$ cat src/rtl/nv_nvdla_sdp_core_c_core_io_ctrl_pkg.sv
// ----------------------------------------------------------------------------
// nv_nvdla_sdp_core_c_core_io_ctrl_pkg
// Shared SDP C-core definitions: default data width, pipeline latency and
// result FIFO depth, the count/pointer widths derived from them, and the
// FIFO operation encoding used by the result buffer.
// ----------------------------------------------------------------------------
package nv_nvdla_sdp_core_c_core_io_ctrl_pkg;

   localparam int unsigned DEF_DW    = 32;
   localparam int unsigned DEF_LAT   = 3;
   localparam int unsigned DEF_DEPTH = 2;

   // Occupancy counter must represent 0..DEPTH inclusive.
   function automatic int unsigned cnt_width(input int unsigned depth);
      return $clog2(depth + 1);
   endfunction

   // Pointers index 0..DEPTH-1; a one-entry FIFO still needs a 1-bit pointer.
   function automatic int unsigned ptr_width(input int unsigned depth);
      return (depth > 1) ? $clog2(depth) : 1;
   endfunction

   localparam int unsigned DEF_CNT_W = cnt_width(DEF_DEPTH);
   localparam int unsigned DEF_PTR_W = ptr_width(DEF_DEPTH);

   // {push, pop} as seen by the result FIFO in one cycle.
   typedef enum logic [1:0] {
      FIFO_OP_IDLE = 2'b00,
      FIFO_OP_POP  = 2'b01,
      FIFO_OP_PUSH = 2'b10,
      FIFO_OP_BOTH = 2'b11
   } fifo_op_e;

endpackage

$ cat src/rtl/nv_nvdla_sdp_core_c_core_io_ctrl_if.sv
// ----------------------------------------------------------------------------
// nv_nvdla_sdp_core_c_core_io_ctrl_if
// Channel bundle around the C-core handshake/stall controller.
//   chn_in_vld / chn_in_rdy     : input operand channel
//   core_wen                    : core advance enable
//   core_res_data [DW]          : core last-stage result
//   chn_out_vld / chn_out_rdy   : output result channel
//   chn_out_data [DW]           : output result head
//   core_idle                   : nothing in flight or buffered
// Modports: slave = the controller, master = its surroundings.
// ----------------------------------------------------------------------------
interface nv_nvdla_sdp_core_c_core_io_ctrl_if
   import nv_nvdla_sdp_core_c_core_io_ctrl_pkg::*;
#(
   parameter int unsigned DW = DEF_DW
);

   logic          chn_in_vld;
   logic          chn_in_rdy;
   logic          core_wen;
   logic [DW-1:0] core_res_data;
   logic          chn_out_vld;
   logic          chn_out_rdy;
   logic [DW-1:0] chn_out_data;
   logic          core_idle;

   modport master (
      output chn_in_vld,
      input  chn_in_rdy,
      input  core_wen,
      output core_res_data,
      input  chn_out_vld,
      output chn_out_rdy,
      input  chn_out_data,
      input  core_idle
   );

   modport slave (
      input  chn_in_vld,
      output chn_in_rdy,
      output core_wen,
      input  core_res_data,
      output chn_out_vld,
      input  chn_out_rdy,
      output chn_out_data,
      output core_idle
   );

endinterface

$ cat src/rtl/nv_nvdla_sdp_core_c_res_fifo.sv
// ----------------------------------------------------------------------------
// nv_nvdla_sdp_core_c_res_fifo
// Synchronous DEPTH x DW result FIFO. No same-cycle bypass: a push into an
// empty FIFO is visible at pop_data on the following cycle.
//   clk, rst_n         : clock, asynchronous active-low reset
//   push, push_data    : write tail (ignored when full unless popping)
//   pop                : retire head (ignored when empty)
//   pop_data           : head entry
//   cnt, full, empty   : occupancy status
// Storage is not reset; only pointers and count are.
// ----------------------------------------------------------------------------
module nv_nvdla_sdp_core_c_res_fifo
   import nv_nvdla_sdp_core_c_core_io_ctrl_pkg::*;
#(
   parameter int unsigned DW    = DEF_DW,
   parameter int unsigned DEPTH = DEF_DEPTH,
   parameter int unsigned CNT_W = DEF_CNT_W,
   parameter int unsigned PTR_W = DEF_PTR_W
) (
   input  logic             clk,
   input  logic             rst_n,
   input  logic             push,
   input  logic [DW-1:0]    push_data,
   input  logic             pop,
   output logic [DW-1:0]    pop_data,
   output logic [CNT_W-1:0] cnt,
   output logic             full,
   output logic             empty
);

   logic [DW-1:0]    mem [DEPTH];
   logic [PTR_W-1:0] wr_ptr;
   logic [PTR_W-1:0] rd_ptr;
   logic             do_push;
   logic             do_pop;
   fifo_op_e         op;

   // Pointers wrap explicitly so DEPTH need not be a power of two.
   function automatic logic [PTR_W-1:0] ptr_inc(input logic [PTR_W-1:0] p);
      return (p == PTR_W'(DEPTH - 1)) ? '0 : p + 1'b1;
   endfunction

   always_comb begin
      empty   = (cnt == '0);
      full    = (cnt == CNT_W'(DEPTH));
      do_pop  = pop & ~empty;
      // A push into a full FIFO is only legal when the head leaves this cycle.
      do_push = push & (~full | do_pop);
      op      = fifo_op_e'({do_push, do_pop});
   end

   always_ff @(posedge clk or negedge rst_n) begin
      if (!rst_n) begin
         wr_ptr <= '0;
         rd_ptr <= '0;
         cnt    <= '0;
      end else begin
         if (do_push) wr_ptr <= ptr_inc(wr_ptr);
         if (do_pop)  rd_ptr <= ptr_inc(rd_ptr);
         case (op)
            FIFO_OP_PUSH: cnt <= cnt + 1'b1;
            FIFO_OP_POP:  cnt <= cnt - 1'b1;
            default:      cnt <= cnt;
         endcase
      end
   end

   always_ff @(posedge clk) begin
      if (do_push) mem[wr_ptr] <= push_data;
   end

   assign pop_data = mem[rd_ptr];

endmodule

$ cat src/rtl/nv_nvdla_sdp_core_c_core_io_ctrl.sv
// ----------------------------------------------------------------------------
// nv_nvdla_sdp_core_c_core_io_ctrl
// Handshake and stall controller for the SDP C-core pipeline. Turns the
// input and output valid/ready channels into a single advance enable
// (core_wen), tracks which pipeline stages hold valid operands, and buffers
// finished results so downstream back-pressure stalls the core losslessly.
//   nvdla_core_clk   : core clock
//   nvdla_core_rstn  : asynchronous active-low reset
//   io (slave)       : chn_in_vld/rdy, core_wen, core_res_data,
//                      chn_out_vld/rdy/data, core_idle
// ----------------------------------------------------------------------------
module nv_nvdla_sdp_core_c_core_io_ctrl
   import nv_nvdla_sdp_core_c_core_io_ctrl_pkg::*;
#(
   parameter int unsigned DW    = DEF_DW,
   parameter int unsigned LAT   = DEF_LAT,
   parameter int unsigned DEPTH = DEF_DEPTH
) (
   input  logic                               nvdla_core_clk,
   input  logic                               nvdla_core_rstn,
   nv_nvdla_sdp_core_c_core_io_ctrl_if.slave  io
);

   localparam int unsigned CNT_W = cnt_width(DEPTH);
   localparam int unsigned PTR_W = ptr_width(DEPTH);

   logic [LAT-1:0]   pipe_vld;
   logic [CNT_W-1:0] fifo_cnt;
   logic             fifo_full;
   logic             fifo_empty;
   logic [DW-1:0]    fifo_head;
   logic             out_pop;
   logic             adv;
   logic             accept;
   logic             wen;
   logic             push;

   // The pipeline freezes only when a finished result has nowhere to go:
   // last stage valid, FIFO full, and the head not leaving this cycle.
   always_comb begin
      out_pop = ~fifo_empty & io.chn_out_rdy;
      adv     = ~(pipe_vld[LAT-1] & fifo_full & ~out_pop);
      accept  = io.chn_in_vld & adv;
      // Advance for new input or to drain bubbles; stay quiet when idle.
      wen     = adv & (io.chn_in_vld | (|pipe_vld));
      push    = wen & pipe_vld[LAT-1];
   end

   generate
      if (LAT == 1) begin : g_pipe_1
         always_ff @(posedge nvdla_core_clk or negedge nvdla_core_rstn) begin
            if (!nvdla_core_rstn) pipe_vld <= '0;
            else if (wen)         pipe_vld <= accept;
         end
      end else begin : g_pipe_n
         always_ff @(posedge nvdla_core_clk or negedge nvdla_core_rstn) begin
            if (!nvdla_core_rstn) pipe_vld <= '0;
            else if (wen)         pipe_vld <= {pipe_vld[LAT-2:0], accept};
         end
      end
   endgenerate

   nv_nvdla_sdp_core_c_res_fifo #(
      .DW    (DW),
      .DEPTH (DEPTH),
      .CNT_W (CNT_W),
      .PTR_W (PTR_W)
   ) u_fifo (
      .clk       (nvdla_core_clk),
      .rst_n     (nvdla_core_rstn),
      .push      (push),
      .push_data (io.core_res_data),
      .pop       (out_pop),
      .pop_data  (fifo_head),
      .cnt       (fifo_cnt),
      .full      (fifo_full),
      .empty     (fifo_empty)
   );

   assign io.chn_in_rdy   = adv;
   assign io.core_wen     = wen;
   assign io.chn_out_vld  = ~fifo_empty;
   assign io.chn_out_data = fifo_head;
   assign io.core_idle    = ~(|pipe_vld) & (fifo_cnt == '0);

endmodule
$ cat src/flat_wrapper.sv
// flat-port wrapper written by rule: the top's interface ports become plain ports
module nv_nvdla_sdp_core_c_core_io_ctrl_flat import nv_nvdla_sdp_core_c_core_io_ctrl_pkg::*;
#(
   parameter int unsigned DW    = DEF_DW,
   parameter int unsigned LAT   = DEF_LAT,
   parameter int unsigned DEPTH = DEF_DEPTH
)
  (nvdla_core_clk, nvdla_core_rstn, io_chn_in_vld, io_chn_in_rdy, io_core_wen, io_core_res_data, io_chn_out_vld, io_chn_out_rdy, io_chn_out_data, io_core_idle);
  nv_nvdla_sdp_core_c_core_io_ctrl_if #(.DW(DW)) io_i ();
  input  logic nvdla_core_clk;
  input  logic nvdla_core_rstn;
  input wire logic [$bits(io_i.chn_in_vld)-1:0] io_chn_in_vld;
  output wire logic [$bits(io_i.chn_in_rdy)-1:0] io_chn_in_rdy;
  output wire logic [$bits(io_i.core_wen)-1:0] io_core_wen;
  input wire logic [$bits(io_i.core_res_data)-1:0] io_core_res_data;
  output wire logic [$bits(io_i.chn_out_vld)-1:0] io_chn_out_vld;
  input wire logic [$bits(io_i.chn_out_rdy)-1:0] io_chn_out_rdy;
  output wire logic [$bits(io_i.chn_out_data)-1:0] io_chn_out_data;
  output wire logic [$bits(io_i.core_idle)-1:0] io_core_idle;
  assign io_i.chn_in_vld = io_chn_in_vld;
  assign io_chn_in_rdy = io_i.chn_in_rdy;
  assign io_core_wen = io_i.core_wen;
  assign io_i.core_res_data = io_core_res_data;
  assign io_chn_out_vld = io_i.chn_out_vld;
  assign io_i.chn_out_rdy = io_chn_out_rdy;
  assign io_chn_out_data = io_i.chn_out_data;
  assign io_core_idle = io_i.core_idle;
  nv_nvdla_sdp_core_c_core_io_ctrl #(.DW(DW), .LAT(LAT), .DEPTH(DEPTH)) u_core (.nvdla_core_clk(nvdla_core_clk), .nvdla_core_rstn(nvdla_core_rstn), .io(io_i));
endmodule
$ cat config.mk
export PLATFORM = sky130hd
export DESIGN_NAME = nv_nvdla_sdp_core_c_core_io_ctrl_flat
export DESIGN_NICKNAME = d
export VERILOG_FILES = /design/src/rtl/nv_nvdla_sdp_core_c_core_io_ctrl_pkg.sv /design/src/rtl/nv_nvdla_sdp_core_c_core_io_ctrl_if.sv /design/src/rtl/nv_nvdla_sdp_core_c_res_fifo.sv /design/src/rtl/nv_nvdla_sdp_core_c_core_io_ctrl.sv /design/src/flat_wrapper.sv
export SDC_FILE = /design/constraint.sdc
export NUM_CORES = 1
export LEC_CHECK = 0
export ABC_AREA = 1
export BUFFER_PORTS_ARGS = -buffer_cell sky130_fd_sc_hd__buf_2
export CAP_MARGIN = 25
export CORE_ASPECT_RATIO = 1.1
export CORE_UTILIZATION = 56
export CTS_BUF_LIST = sky130_fd_sc_hd__clkbuf_8 sky130_fd_sc_hd__clkbuf_16
export CTS_CLUSTER_DIAMETER = 200
export DETAILED_ROUTE_END_ITERATION = 8
export PLACE_DENSITY = 0.95
export SYNTH_ARGS = -nofsm -noshare
export SYNTH_HDL_FRONTEND = slang
export SYNTH_HIERARCHICAL = 1
export SYNTH_SLANG_ARGS = --single-unit
$ cat constraint.sdc
create_clock -name nvdla_core_clk -period 6.2 [get_ports nvdla_core_clk]
set_clock_uncertainty 0.05 [all_clocks]
set_input_delay 0.93 -clock nvdla_core_clk [delete_from_list [all_inputs] [get_ports nvdla_core_clk]]
set_output_delay 0.93 -clock nvdla_core_clk [all_outputs]
set_load 0.03 [all_outputs]
* Word-level counts from Yosys, hierarchy flattened
Memories as Yosys holds them, arrays and structs flattened.
Cells that the tools add are included.
** Storage, ports and cells
- Input port bits :: 36
- Memories kept :: 1
- Memory bits (writable) :: 64
- Word-level logic and storage cells :: 36
- Register bits after elaboration :: 7
- Output and inout bits :: 36
** Memories
- u_core.u_fifo.mem :: words 2, width 32, rd ports 1, clocked after Yosys merged registers in 0, wr ports 1, line nv_nvdla_sdp_core_c_res_fifo.sv:31 : logic [DW-1:0] mem [DEPTH];
** Operators by class
- Reduce and logical (&&, ||, !) cells :: 3
- Equal/unequal tests :: 3
- Add/subtract/negate cells :: 4
- Multiplexer cells :: 5
- Bitwise logic cells :: 16
** Operators with widths (count)
- $and A1 B1 Y1 :: 9
- $not A1 Y1 :: 5
- $eq A2 B2 Y1 const B :: 2
- $mux W1 :: 4
- $pmux W2 S2 :: 1
- $reduce_or A3 Y1 :: 1
- $add A1 B1 Y1 const B :: 2
- $add A2 B1 Y2 const B :: 1
- $eq A2 B1 Y1 const B :: 1
- $logic_not A2 Y1 :: 1
- $or A1 B1 Y1 :: 2
- $reduce_bool A2 Y1 :: 1
- $sub A2 B1 Y2 const B :: 1

* Logic depth before layout (Yosys ltp)
- Depth after elaboration :: 11
- Gate-level depth with buffers :: 15
- Gate-level depth less buffers :: 15

* Hierarchy
Netlist, hierarchy kept.
** By module, submodules not included
- nv_nvdla_sdp_core_c_res_fifo :: cells each 197, times used 1, seq. area each 2021.9 um2, area an instance 2553.7 um2
- nv_nvdla_sdp_core_c_core_io_ctrl :: cells each 26, times used 1, seq. area each 75.1 um2, area an instance 177.7 um2

* Worst setup path after synthesis
Ideal clock, no wire load.
- Kind :: input-to-reg
- Start :: in io_chn_out_rdy
- End :: mem u_core/u_fifo/mem[0][0] (netlist name), enable pin
- Setup time :: 421 ps
- Stages on the path :: 6
- Path buffers :: 0
- Data required time :: 5729 ps
- Setup slack :: 2873 ps
- Arrival :: 2856 ps
- Path through :: nand2_2 -> nand2_4 -> nand2_2 -> nor2_1 -> o21ai_2 -> nor2_1
** On the way
- Word-level cells in the longest chain between the ends :: 9
- Elaborated cells between the ends (all ways) :: 11
- Those cells by class :: 2 x mux; 9 x bitwise
** RTL lines
- start: declaration :: line flat_wrapper.sv:17 : input wire logic [$bits(io_i.chn_out_rdy)-1:0] io_chn_out_rdy;
- $and A1 B1 Y1 :: line nv_nvdla_sdp_core_c_core_io_ctrl.sv:41 : out_pop = ~fifo_empty & io.chn_out_rdy;
- $not A1 Y1 :: line nv_nvdla_sdp_core_c_core_io_ctrl.sv:42 : adv = ~(pipe_vld[LAT-1] & fifo_full & ~out_pop);
- $and A1 B1 Y1 :: line nv_nvdla_sdp_core_c_core_io_ctrl.sv:42
- $not A1 Y1 :: line nv_nvdla_sdp_core_c_core_io_ctrl.sv:42
- net io_chn_in_rdy :: line flat_wrapper.sv:13 : output wire logic [$bits(io_i.chn_in_rdy)-1:0] io_chn_in_rdy;
- $and A1 B1 Y1 :: line nv_nvdla_sdp_core_c_core_io_ctrl.sv:45 : wen = adv & (io.chn_in_vld | (|pipe_vld));
- $and A1 B1 Y1 :: line nv_nvdla_sdp_core_c_core_io_ctrl.sv:46 : push = wen & pipe_vld[LAT-1];
- net u_core.push :: line nv_nvdla_sdp_core_c_core_io_ctrl.sv:36 : logic push;
- $and A1 B1 Y1 :: line nv_nvdla_sdp_core_c_res_fifo.sv:48 : do_push = push & (~full | do_pop);
- $mux W1 :: line nv_nvdla_sdp_core_c_res_fifo.sv:69 : if (do_push) mem[wr_ptr] <= push_data;
- $mux W1 (not written as such) :: line nv_nvdla_sdp_core_c_res_fifo.sv:69
- end: declaration :: line nv_nvdla_sdp_core_c_res_fifo.sv:31
The timed path passes the listed nets, and every way through them passes these cells.

* Worst setup path in the final report
- Start :: reg u_core.u_fifo.rd_ptr
- End :: out io_chn_out_data[27]
** On the way
- Word-level cells in the longest chain between the ends :: 1
** RTL lines
- start: declaration :: line nv_nvdla_sdp_core_c_res_fifo.sv:33 : logic [PTR_W-1:0] rd_ptr;
- start signal: assignment :: line nv_nvdla_sdp_core_c_res_fifo.sv:59 : if (do_pop) rd_ptr <= ptr_inc(rd_ptr);
- $mem_v2 Z2 W32
- end: declaration :: line flat_wrapper.sv:18 : output wire logic [$bits(io_i.chn_out_data)-1:0] io_chn_out_data;
No other way between the ends.

==> impl_results.md <==
* Most common cell after layout, fill and taps aside: nand2_1
* Router iterations before antenna repair at 4
* Die Y at 75.2 microns
* Min-delay worst type: input port to async pin
* Number of remaining DRC errors at 0
* Maximum clock rate at 302 MHz
* Row cnt at 26
* Total die area at 0.00516 sq mm
* Most frequent cells in the layout: nand2_1 (108), buf_2 (71), edfxtp_1 (64), inv_1 (11), clkbuf_8 (9)
* Yosys warning count at 6
* Final wirelength at 4620 microns
* RD Place Congestion at 0.797
* Die X-Extent at 68.6 microns
* Syn Area/Cell at 12.2 sq um
* Global-route wire length before repair at 6950 microns
* CTS sink cnt at 71
* Vias in the first global route at 1595
* I/O Buffers at 71
* Cell area power density at 590 mW/mm^2
* Setup Fix Bufs, Post-CTS at 0
* Worst-path fanout max at 33
* Worst-case clock buffer depth at 2
* Post-detailed-route wirelength per cell at 12.9 microns
* Pin count of the biggest net entering global routing at 34
* Initial DRC Count at 91
* Kind of critical path: flip-flop to output pin
* Final core utilization at 0.715
* TritonCTS clock tree: built
* Vias per inst at 4.90
* Total core area at 0.00465 sq mm
* R2r setup slk at 3780 ps
* Synthesized area at 0.00273 sq mm
* Fin crit share at 0.534
* Nets@finish at 334
* Post-synthesis sequential area ratio at 0.768
* Relative slew margins at 0.317
* Syn_nets at 259
* Pre-CTS WS at 3270 ps
* Io pins at 72
* Initial antenna violation count at 0
* Crit path DAT at 2330 ps
* Slew Viols, Final at 0
* H-tree depth at 3
* Post-Syn Instances at 223
* Top cell type's share of synthesized area at 0.704
* Crit start category: flip-flop
* Gr usage total at 0.197
* CTS root buf: clkbuf_8
* Resized cells post-CTS at 0
* Dominant cells by area after synthesis: edfxtp_1 (70%), nand2_1 (15%), dfrtp_1 (6.4%)
* LEAKAGE at 1.50 nW
* Peak VDD IR at 0.337 mV
* Slew @ Worst Pin at 1020 ps
* Antenna diodes at 0
* Worst r2r src: u_core/u_fifo/cnt[0]
* Cts bufs inserted at 9
* Worst path required time at 5220 ps
* Critical R2R Capture: u_core/u_fifo/mem[0][20]
* RSZ-0062 raised after global routing: no
* Final Setup Violations at 0
* Yosys reg bits at 71
* ANT nets after route at 0
* Final-report hold violation count at 0
* Cts hold-fix bufs at 0
* R2R cell count at 10
* Proportion of layout cells with a drive suffix above 1 at 0.327
* Outcome: finished clean
* Synth area leader: edfxtp_1
* Worst Setup End Kind: output pin
* Fin Hold WS at 376 ps
* Reg clk slew, reported paths at 70 ps
* Period minus WS final at 3310 ps
* Setup TNS at 0 ps
* Max-cap violations at 0
* Setup ws final at 2890 ps
* Vias at 1758
* Starting Density at 0.587
* Latest clock arrival within the worst-skew pair at 320 ps
* Cell variety after synth at 15
* Overflow after GRT at 0
* Area Growth Syn to Fin at 21.8%
* HPWL Detailed at 3140 microns
-- cells by family after synthesis --
kind of cell    Yosys count  share of synthesized area
xor+xnor                  3                    0.00962
simple gates            126                      0.185
compound gates            2                    0.00550
buf+inv                  21                     0.0321
flops                    71                      0.768
-- through the flow --
step	std cells	cell area, sq um	power, mW
after floorplan	223	2730	1.41
after global placement	343	3140	1.61
after detailed placement	343	3140	1.64
after CTS	359	3330	1.98
after global routing	359	3330	2.08
final	359	3330	1.96
-- layout make-up --
type,instances,area (sq um)
sequential,71,2100
clock inverter,7,65.1
timing repair buffer,71,355
clock buffer,9,124
inverter,14,52.6
multi-input combinational,131,562
tap,56,70.1
fill,342,1330
-- registers in the layout, indices dropped and copies added (netlist names) --
name and cells:
u_core/u_fifo/rd_ptr 1, u_core/u_fifo/wr_ptr 1, u_core/u_fifo/mem 64, u_core/pipe_vld 3, u_core/u_fifo/cnt 2
-- synth_stat cells --
cell,instances
buf_2,7
dfrtp_1,7
inv_2,4
nand2_1,108
nand3_1,4
nand3_2,1
nor3_1,1
xor2_1,3
edfxtp_1,64
nor2_1,6
nand2_4,1
nand2_2,5
a31oi_1,1
o21ai_2,1
inv_1,10
-- worst max-delay path by stage --
stage,start,cells past startpoint,to,slack (ps)
floorplan,io_chn_out_rdy,6,u_core/u_fifo/mem[0][0],2870
global placement,u_core/u_fifo/rd_ptr,4,io_chn_out_data[4],3310
detailed placement,u_core/u_fifo/rd_ptr,4,io_chn_out_data[27],3270
CTS,u_core/u_fifo/rd_ptr,4,io_chn_out_data[27],2900
global route,u_core/u_fifo/rd_ptr,4,io_chn_out_data[21],2750
finish,u_core/u_fifo/rd_ptr,4,io_chn_out_data[27],2890
-- worst max-delay path: stages, from the launching register on --
cell and delay [ps]:
dfrtp_1 1020, inv_2 530, nand2_1 170, nand2_1 90, buf_2 190
-- layer usage --
| metal | vias up | wire length (microns) | track usage |
|---|---|---|---|
| met5 | - | 0 | 0 |
| met4 | 0 | 131 | 0.125 |
| met1 | 799 | 1910 | 0.234 |
| li1 | 879 | - | - |
| met3 | 15 | 235 | 0.0470 |
| met2 | 65 | 2340 | 0.320 |
-- where the power goes --
part | leakage [nW] | internal, mW | total, mW | switching [mW]
clock network | 0.0901 | 0.182 | 0.339 | 0.157
registers | 0.677 | 0.731 | 0.814 | 0.0828
logic | 0.734 | 0.203 | 0.810 | 0.607
total | 1.50 | 1.12 | 1.96 | 0.847
Note: power is estimated with default switching activity, not from simulation.
